**config.mk**
```make
export PLATFORM = sky130hd
export DESIGN_NAME = zxbus_xactor
export DESIGN_NICKNAME = d
export VERILOG_FILES = /design/src/rtl/zxbus_xactor.sv
export SDC_FILE = /design/constraint.sdc
export NUM_CORES = 1
export LEC_CHECK = 0
export BUFFER_PORTS_ARGS = -buffer_cell sky130_fd_sc_hd__clkbuf_2
export CAP_MARGIN = 20
export CORE_ASPECT_RATIO = 0.75
export CORE_MARGIN = 8
export CORE_UTILIZATION = 46
export CTS_BUF_LIST = sky130_fd_sc_hd__clkbuf_8
export DETAILED_ROUTE_END_ITERATION = 10
export HOLD_SLACK_MARGIN = 0.05
export PLACE_DENSITY = 0.77
export REMOVE_ABC_BUFFERS = 1
export SYNTH_ARGS = -nofsm -noshare
export SYNTH_HDL_FRONTEND = slang
export SYNTH_SLANG_ARGS = --single-unit
```
**constraint.sdc**
```tcl
create_clock -name clk -period 1.95 [get_ports clk]
set_input_delay 0.195 -clock clk [delete_from_list [all_inputs] [get_ports clk]]
set_output_delay 0.195 -clock clk [all_outputs]
set_load 0.005 [all_outputs]
```
**src/rtl/zxbus_xactor.sv**
```systemverilog
// zxbus_xactor: single-outstanding ZX Spectrum bus cycle generator.
//
// Turns one command (read/write, IORQ/MREQ, address, write data) into a
// timed ZX bus cycle: SETUP (address/data valid), STROBE (IORQ_n or MREQ_n
// together with RD_n or WR_n low), optional WAIT, HOLD, then a one-cycle
// completion pulse in DONE.
//
// Optional build macro: ZXBUS_WAIT_EN
//   defined   -> zxgenwait_n extends STROBE through a WAIT state, with a
//                WAIT_MAX cycle timeout that forces completion with
//                rsp_timeout=1 and rsp_rdata=8'hFF.
//   undefined -> zxgenwait_n is ignored, latency is fixed, rsp_timeout=0.
//
// Ports:
//   clk, rst            clock, asynchronous active-high reset
//   cmd_valid/cmd_ready command handshake; cmd_wr, cmd_io, cmd_addr,
//                       cmd_wdata are captured on the accepting edge
//   rsp_valid           one-cycle completion pulse
//   rsp_rdata           read data (8'hFF for writes and timeouts)
//   rsp_timeout         last completion ended by timeout
//   zxa, zxid_o,        ZX address, data out and its drive enable
//   zxid_oe, zxid_i     ZX data in
//   zxiorq_n, zxmreq_n, active-low ZX strobes
//   zxrd_n, zxwr_n
//   zxgenwait_n         active-low wait request from the device
//   busy                FSM not in IDLE
//   dbg_state           current FSM state encoding
//
// Handshake: a command transfers on a rising edge where cmd_valid and
// cmd_ready are both 1. cmd_ready is 1 only in IDLE and never during reset;
// cmd_valid may drop at any time without effect while cmd_ready is 0.
module zxbus_xactor #(
  parameter int AW       = 16,
  parameter int T_SETUP  = 2,
  parameter int T_STROBE = 4,
  parameter int T_HOLD   = 2,
  parameter int WAIT_MAX = 255
) (
  input  logic          clk,
  input  logic          rst,
  input  logic          cmd_valid,
  output logic          cmd_ready,
  input  logic          cmd_wr,
  input  logic          cmd_io,
  input  logic [AW-1:0] cmd_addr,
  input  logic [7:0]    cmd_wdata,
  output logic          rsp_valid,
  output logic [7:0]    rsp_rdata,
  output logic          rsp_timeout,
  output logic [AW-1:0] zxa,
  output logic [7:0]    zxid_o,
  output logic          zxid_oe,
  input  logic [7:0]    zxid_i,
  output logic          zxiorq_n,
  output logic          zxmreq_n,
  output logic          zxrd_n,
  output logic          zxwr_n,
  input  logic          zxgenwait_n,
  output logic          busy,
  output logic [2:0]    dbg_state
);

  typedef enum logic [2:0] {
    S_IDLE, S_SETUP, S_STROBE, S_WAIT, S_HOLD, S_DONE
  } state_t;

  state_t        state_q;
  logic [3:0]    cnt_q;
  logic          wr_q, io_q;
  logic [AW-1:0] zxa_q;
  logic [7:0]    zxid_o_q;
  logic          zxid_oe_q;
  logic          iorq_n_q, mreq_n_q, rd_n_q, wr_n_q;
  logic [7:0]    rdata_cap_q;
  logic          to_cap_q;
  logic          rsp_valid_q;
  logic [7:0]    rsp_rdata_q;
  logic          rsp_timeout_q;
  logic          exit_ok, exit_to;

`ifdef ZXBUS_WAIT_EN
  logic [7:0]    wcnt_q;
`else
  logic          unused_gw;
  assign unused_gw = zxgenwait_n;
`endif

  // Strobe release decision: exit_ok is a normal end of the strobe phase
  // (read data sampled this cycle), exit_to is a wait timeout.
  always_comb begin
    exit_ok = 1'b0;
    exit_to = 1'b0;
    if (state_q == S_STROBE && cnt_q == 4'(T_STROBE - 1)) begin
`ifdef ZXBUS_WAIT_EN
      exit_ok = zxgenwait_n;
`else
      exit_ok = 1'b1;
`endif
    end
`ifdef ZXBUS_WAIT_EN
    if (state_q == S_WAIT) begin
      if (zxgenwait_n)                       exit_ok = 1'b1;
      else if (wcnt_q == 8'(WAIT_MAX - 1))   exit_to = 1'b1;
    end
`endif
  end

  always_ff @(posedge clk or posedge rst) begin
    if (rst) begin
      state_q       <= S_IDLE;
      cnt_q         <= '0;
      wr_q          <= 1'b0;
      io_q          <= 1'b0;
      zxa_q         <= '0;
      zxid_o_q      <= '0;
      zxid_oe_q     <= 1'b0;
      iorq_n_q      <= 1'b1;
      mreq_n_q      <= 1'b1;
      rd_n_q        <= 1'b1;
      wr_n_q        <= 1'b1;
      rdata_cap_q   <= 8'hFF;
      to_cap_q      <= 1'b0;
      rsp_valid_q   <= 1'b0;
      rsp_rdata_q   <= 8'hFF;
      rsp_timeout_q <= 1'b0;
`ifdef ZXBUS_WAIT_EN
      wcnt_q        <= '0;
`endif
    end else begin
      rsp_valid_q <= 1'b0;
      case (state_q)
        S_IDLE: begin
          if (cmd_valid && cmd_ready) begin
            state_q  <= S_SETUP;
            cnt_q    <= '0;
            wr_q     <= cmd_wr;
            io_q     <= cmd_io;
            zxa_q    <= cmd_addr;
            to_cap_q <= 1'b0;
            if (cmd_wr) begin
              zxid_o_q  <= cmd_wdata;
              zxid_oe_q <= 1'b1;
            end
          end
        end
        S_SETUP: begin
          if (cnt_q == 4'(T_SETUP - 1)) begin
            state_q  <= S_STROBE;
            cnt_q    <= '0;
            iorq_n_q <= ~io_q;
            mreq_n_q <= io_q;
            rd_n_q   <= wr_q;
            wr_n_q   <= ~wr_q;
          end else begin
            cnt_q <= cnt_q + 4'd1;
          end
        end
        S_STROBE: begin
          if (cnt_q == 4'(T_STROBE - 1)) begin
`ifdef ZXBUS_WAIT_EN
            if (!zxgenwait_n) begin
              state_q <= S_WAIT;
              wcnt_q  <= '0;
            end
`endif
          end else begin
            cnt_q <= cnt_q + 4'd1;
          end
        end
        S_WAIT: begin
`ifdef ZXBUS_WAIT_EN
          if (!zxgenwait_n) wcnt_q <= wcnt_q + 8'd1;
`endif
        end
        S_HOLD: begin
          if (cnt_q == 4'(T_HOLD - 1)) begin
            state_q       <= S_DONE;
            rsp_valid_q   <= 1'b1;
            zxid_oe_q     <= 1'b0;
            rsp_rdata_q   <= rdata_cap_q;
            rsp_timeout_q <= to_cap_q;
          end else begin
            cnt_q <= cnt_q + 4'd1;
          end
        end
        S_DONE:  state_q <= S_IDLE;
        default: state_q <= S_IDLE;
      endcase

      // Strobe release overrides the per-state updates above. Writes and
      // timeouts report 8'hFF, since nothing valid was on the data bus.
      if (exit_ok || exit_to) begin
        state_q     <= S_HOLD;
        cnt_q       <= '0;
        iorq_n_q    <= 1'b1;
        mreq_n_q    <= 1'b1;
        rd_n_q      <= 1'b1;
        wr_n_q      <= 1'b1;
        to_cap_q    <= exit_to;
        rdata_cap_q <= (exit_to || wr_q) ? 8'hFF : zxid_i;
      end
    end
  end

  assign cmd_ready   = (state_q == S_IDLE) && !rst;
  assign busy        = (state_q != S_IDLE);
  assign dbg_state   = state_q;
  assign rsp_valid   = rsp_valid_q;
  assign rsp_rdata   = rsp_rdata_q;
  assign rsp_timeout = rsp_timeout_q;
  assign zxa         = zxa_q;
  assign zxid_o      = zxid_o_q;
  assign zxid_oe     = zxid_oe_q;
  assign zxiorq_n    = iorq_n_q;
  assign zxmreq_n    = mreq_n_q;
  assign zxrd_n      = rd_n_q;
  assign zxwr_n      = wr_n_q;

endmodule
```
Yosys cells after proc, flatten, opt, wreduce, memory -nomap -nowiden:

Index checks and enable logic that the tools add are counted.

* flip-flop bits (word level): 57
* input bits: 38
* output and inout port bits: 44
* logic and storage cells: 89

* add/subtract/negate cells: 1
* equal/unequal tests: 15
* muxes and demuxes: 34
* bitwise logic cells: 2
* reductions and logical operators: 21

Operator list (count)
* 1-bit two-way mux: 21
* 4-bit two-way mux: 5
* 4-bit one-hot mux with 4 select lines: 1
* 3-bit != test (second input constant): 5
* 3-bit two-way mux: 4
* 3-bit one-hot mux with 4 select lines: 1
* 4-bit AND reduction: 3
* 2-bit nonzero test: 5
* 8-bit two-way mux: 1
* 2-bit AND reduction: 4
* 3-bit by 2-bit == test with 1-bit output (second input constant): 2
* 2-bit != test (second input constant): 3
* 5-bit nonzero test: 1
* 4-bit by 1-bit adder with 4-bit output (second input constant): 1
* 4-bit by 1-bit == test with 1-bit output (second input constant): 1
* 4-bit by 2-bit == test with 1-bit output (second input constant): 1
* 3-bit by 1-bit == test with 1-bit output (second input constant): 1
* 3-bit == test (second input constant): 1
* 1-bit logical AND: 3
* 3-bit zero test: 1
* 3-bit AND reduction: 1
* 3-bit nonzero test: 1
* 2-bit by 1-bit != test with 1-bit output (second input constant): 1
* 1-bit inverter: 2
* other kinds (3): 3

Logic depth before layout (Yosys ltp):

* word-level depth: 6
* gate-level depth with buffers: 7
* depth with buffers taken out: 6

Worst setup path after synthesis:

OpenSTA, ideal clock, no wires.

* path kind: register -> register
* start: reg state_q[0], in the netlist dbg_state[0]
* end: reg zxa_q[0], in the netlist zxa[0]
* setup time: 128 ps
* arrival time: 1756 ps
* data required time: 1822 ps
* path slack: 67 ps
* stages on the path, launching flop included: 7
* buffers on the path: 3
* clock period less this slack: 1883 ps
* cell sequence: dfrtp_1 > buf_6 > or3_1 > buf_2 > nor2_8 > buf_2 > mux2_1

* word-level cells in the longest chain between the ends: 4

RTL lines
* start, declared: RTL line 67 `state_t state_q;`
* start signal, assigned: RTL line 110 `state_q <= S_IDLE;`
* start signal, assigned: RTL line 134 `state_q <= S_SETUP;`
* start signal, assigned: RTL line 148 `state_q <= S_STROBE;`
* 3-bit zero test *: RTL line 131, 205
* 1-bit logical AND: RTL line 205 `assign cmd_ready = (state_q == S_IDLE) && !rst;`
* 1-bit logical AND: RTL line 133 `if (cmd_valid && cmd_ready) begin`
* 2-bit AND reduction (no source line) *
* end signal, assigned: RTL line 138 `zxa_q <= cmd_addr;`
* end, declared: RTL line 70 `logic [AW-1:0] zxa_q;`

Every way passes the cells marked *; elsewhere a longest branch is shown, timed or not.
A chain may end at the register's enable or synchronous reset.

Final worst setup path:

* start: reg cnt_q[0]
* end: reg cnt_q[2]

* word-level cells in the longest chain between the ends: 5
* elaborated cells on any way between the ends: 15
* those cells by class: 1 x add/sub; 5 x eq/ne; 6 x mux; 3 x reduce/logical

RTL lines
* start, declared: RTL line 68 `logic [3:0] cnt_q;`
* start signal, assigned: RTL line 155 `cnt_q <= cnt_q + 4'd1;`
* start signal, assigned: RTL line 167 `cnt_q <= cnt_q + 4'd1;`
* start signal, assigned: RTL line 183 `cnt_q <= cnt_q + 4'd1;`
* parallel branches: the longest is 5 deep, another holds 4-bit by 1-bit adder with 4-bit output

Parallel ways; which one is timed is not known. The select of a mux whose other input is x is not followed.

==> flow_summary.yaml <==
critical_path:
  slowest_stage: "or4b_1"
  crit_family: "simple AND/OR/NAND/NOR gates"
  critPathArrivalTime_ns: 2.04
  path_class: "flop to flop"
  rr_endpoint: "cnt_q[2]$_DFFE_PP0P_"
  r2r-start: "cnt_q[0]$_DFFE_PP0P_"
  critPathMaxFanout: 5
  r2r_slack_ns: 0.13
  cpPeakStageDelay_ns: 0.50
  startpoint_type: "flop"
  path_cells: "ha_1, nor3b_2, and3_1, or4b_1, o2bb2ai_1"
  critPathBufInv: 0
  worst_ep_required_time_ns: 2.18
  r2r_cells: 5
  critPathCaptureType: "flop"
route:
  vias_per_cell: 5.02
  vias: 1677
  wl_per_cell_um: 14.4
  dr.pass1.iters: 4
  drtAntennaViolNets: 0
  drt-total-wl_mm: 4.80
  drc: 0
  drt_iter0_drc: 26
flow_run:
  maxCapViolCount: 0
timing:
  rsz0062_at_grt: "false"
  period_share_pct: 93.2
  tns_ns: 0
  period_minus_slack_ns: 1.82
  fmax_mhz: 550
  setup_slack_ns: 0.133
  setup_violations: 0
  whs_ns: 0.101
  maxSlewViolCount: 0
  fin_skew_ns: 0.00569
  finalHoldViolCount: 0
hold_path:
  whs_endpoint: "zxa[4]$_DFFE_PP0P_"
  min_path_type: "input port to flop"
  min_from: "cmd_addr[4]"
  holdPathStages: 2
die:
  die_x_um: 98.3
  num_rows: 22
  fp.coreArea_um2: 4900
  die_h_um: 77.7
  initial_utilization_pct: 47.7
  io_pins: 82
  die-area_um2: 7640
cts:
  clockBufferDepth: 2
  clk_pin_slew_ns: 0.10
  cts_setup_buffers: 0
  insertion_delay_ns: 0.30
  clock-sinks: 55
  clock-root-buffer: "clkbuf_8"
  htree_levels: 2
  cts_tree: "built"
  cts_made_buffers: 5
power:
  power.leakage_nw: 1.51
  ir_worst_vdd_mv: 0.698
  intPower_mw: 2.63
  power.switching_mw: 1.24
  swShare_pct: 31.9
  pwr-share-seq_pct: 50.3
  power_density_nw_per_um2: 1310
  p_clk_share_pct: 15.6
  p_comb_share_pct: 34.1
synth:
  synth_cells: 186
  syn_avg_cell_area_um2: 12.6
  async_flop_share_pct: 100
  ys_ff_latch: 55
  yosysSeqAreaShare_pct: 60.0
  yosys.area.top_type: "dfrtp_1"
  netlist_area_um2: 2340
  yosysUniqueCellTypes: 37
  synthFlopType: "dfrtp_1"
  synth_edf_count: 0
  yosys_warnings: 0
  synthTopCellsByArea: "dfrtp_1 (37%), dfstp_2 (22%), mux2_1 (8.7%), mux2_2 (8.7%), nand2_1 (2.9%)"
  synth_top_cell_area_share_pct: 37.5
finish:
  stdcell_count: 334
  most-common-layout-cells: "clkbuf_2 (79), dfrtp_1 (35), dfstp_2 (20)"
  antenna_cells: 0
  final_common_cell: "clkbuf_2"
  area_delta_synth_final_pct: 25.9
  drive_gt1_share_pct: 51.1
  nets: 313
global_routing:
  grt_max_degree: 37
  track_usage_pct: 13.1
  grt_pass1_vias: 1726
  antenna_found_initial: 0
  grt_pass1_wl_mm: 8.26
  grt_overflow: 0
place:
  numPortBuffers: 79
  dp_slack_ns: 0.139
  gp_congestion: 0.775
  dp_cells: 325
  dp_hpwl_mm: 3.71
status:
  status: "complete, no violations"
[metal layers]
| metal | track usage (%) | part of all wire (%) | up-vias |
|---|---|---|---|
| met4 | 3.66 | 1.1 | 0 |
| met2 | 20.3 | 45 | 64 |
| met3 | 5.61 | 9.3 | 7 |
| met1 | 16.3 | 44 | 799 |
| met5 | 0 | 0 | - |
| li1 | - | - | 807 |
[worst max path at each step]
stage | startpoint | end | cells past startpoint
floorplan | dbg_state[1]$_DFFE_PP0P_ | zxid_o[0]$_DFFE_PP0P_ | 4
global placement | cnt_q[1]$_DFFE_PP0P_ | cnt_q[0]$_DFFE_PP0P_ | 6
detailed placement | cnt_q[1]$_DFFE_PP0P_ | cnt_q[1]$_DFFE_PP0P_ | 6
CTS | cnt_q[1]$_DFFE_PP0P_ | cnt_q[1]$_DFFE_PP0P_ | 6
global route | cnt_q[1]$_DFFE_PP0P_ | cnt_q[1]$_DFFE_PP0P_ | 6
finish | cnt_q[0]$_DFFE_PP0P_ | cnt_q[2]$_DFFE_PP0P_ | 5
[power by group through the flow]
stage / logic [mW] / clock network, mW / registers [mW]
2_1_floorplan: 0.649 / 0 / 1.99
5_1_grt: 1.52 / 0.677 / 2.02
4_1_cts: 1.34 / 0.625 / 1.95
3_5_place_dp: 1.33 / 0 / 1.97
3_3_place_gp: 1.30 / 0 / 1.95
6_report: 1.32 / 0.603 / 1.95
[registers in the layout, summed over array words and instances (netlist names)]
name,flops
zxa,16
zxwr_n,1
dbg_state,3
zxmreq_n,1
rsp_rdata,8
zxiorq_n,1
rsp_valid,1
zxid_o,8
rdata_cap_q,8
cnt_q,4
zxid_oe,1
zxrd_n,1
wr_q,1
io_q,1
[what timing repair did]
action / 4_1_cts / 5_1_grt
endpoints found under the setup margin: 0 / 10
hold buffers: 1 / 0
hold endpoints to repair: 10 / 0
gates resized for setup: 0 / 2
[cells in the mapped netlist (2+ instances only)]
cell	count
nor2_1	15
nand3_1	3
nor3_1	3
mux2i_1	2
buf_2	2
clkbuf_1	6
o21ai_0	11
buf_6	2
mux2_2	18
ha_1	2
o211ai_1	2
nand2_1	18
nor3b_1	2
inv_1	4
dfstp_2	20
dfrtp_1	35
mux2_1	18
nand2b_1	4
[through the flow]
stage               power [mW]  util [%]  cell area [um2]
floorplan                 2.64         -             2270
global placement          3.24      57.9             2840
detailed placement        3.31      57.9             2840
CTS                       3.91      59.9             2930
global route              4.21      60.0             2940
finish                    3.87      60.0             2940
[area by class of cell]
| cell class | count | area, um2 |
|---|---|---|
| well taps | 60 | 75.1 |
| clock buffers | 5 | 68.8 |
| inverters | 4 | 15.0 |
| flip-flops and latches | 55 | 1400 |
| repair buffers | 91 | 500 |
| fillers | 408 | 1960 |
| multi-input cells | 116 | 865 |
| clock inverters | 3 | 16.3 |
[cells by family (layout without fill, tap and decap cells)]
family,count (synthesis),after routing,share of synthesized area (%)
flops,55,55,60.0
simple gates,54,54,11.7
mux,38,38,18.2
compound gates,20,20,5.14
buf+inv,15,103,3.32
fa+ha+maj,2,2,1.07
other cells,1,1,0.161
xor+xnor,1,1,0.375
No activity file was read; power rests on OpenSTA's default activity.
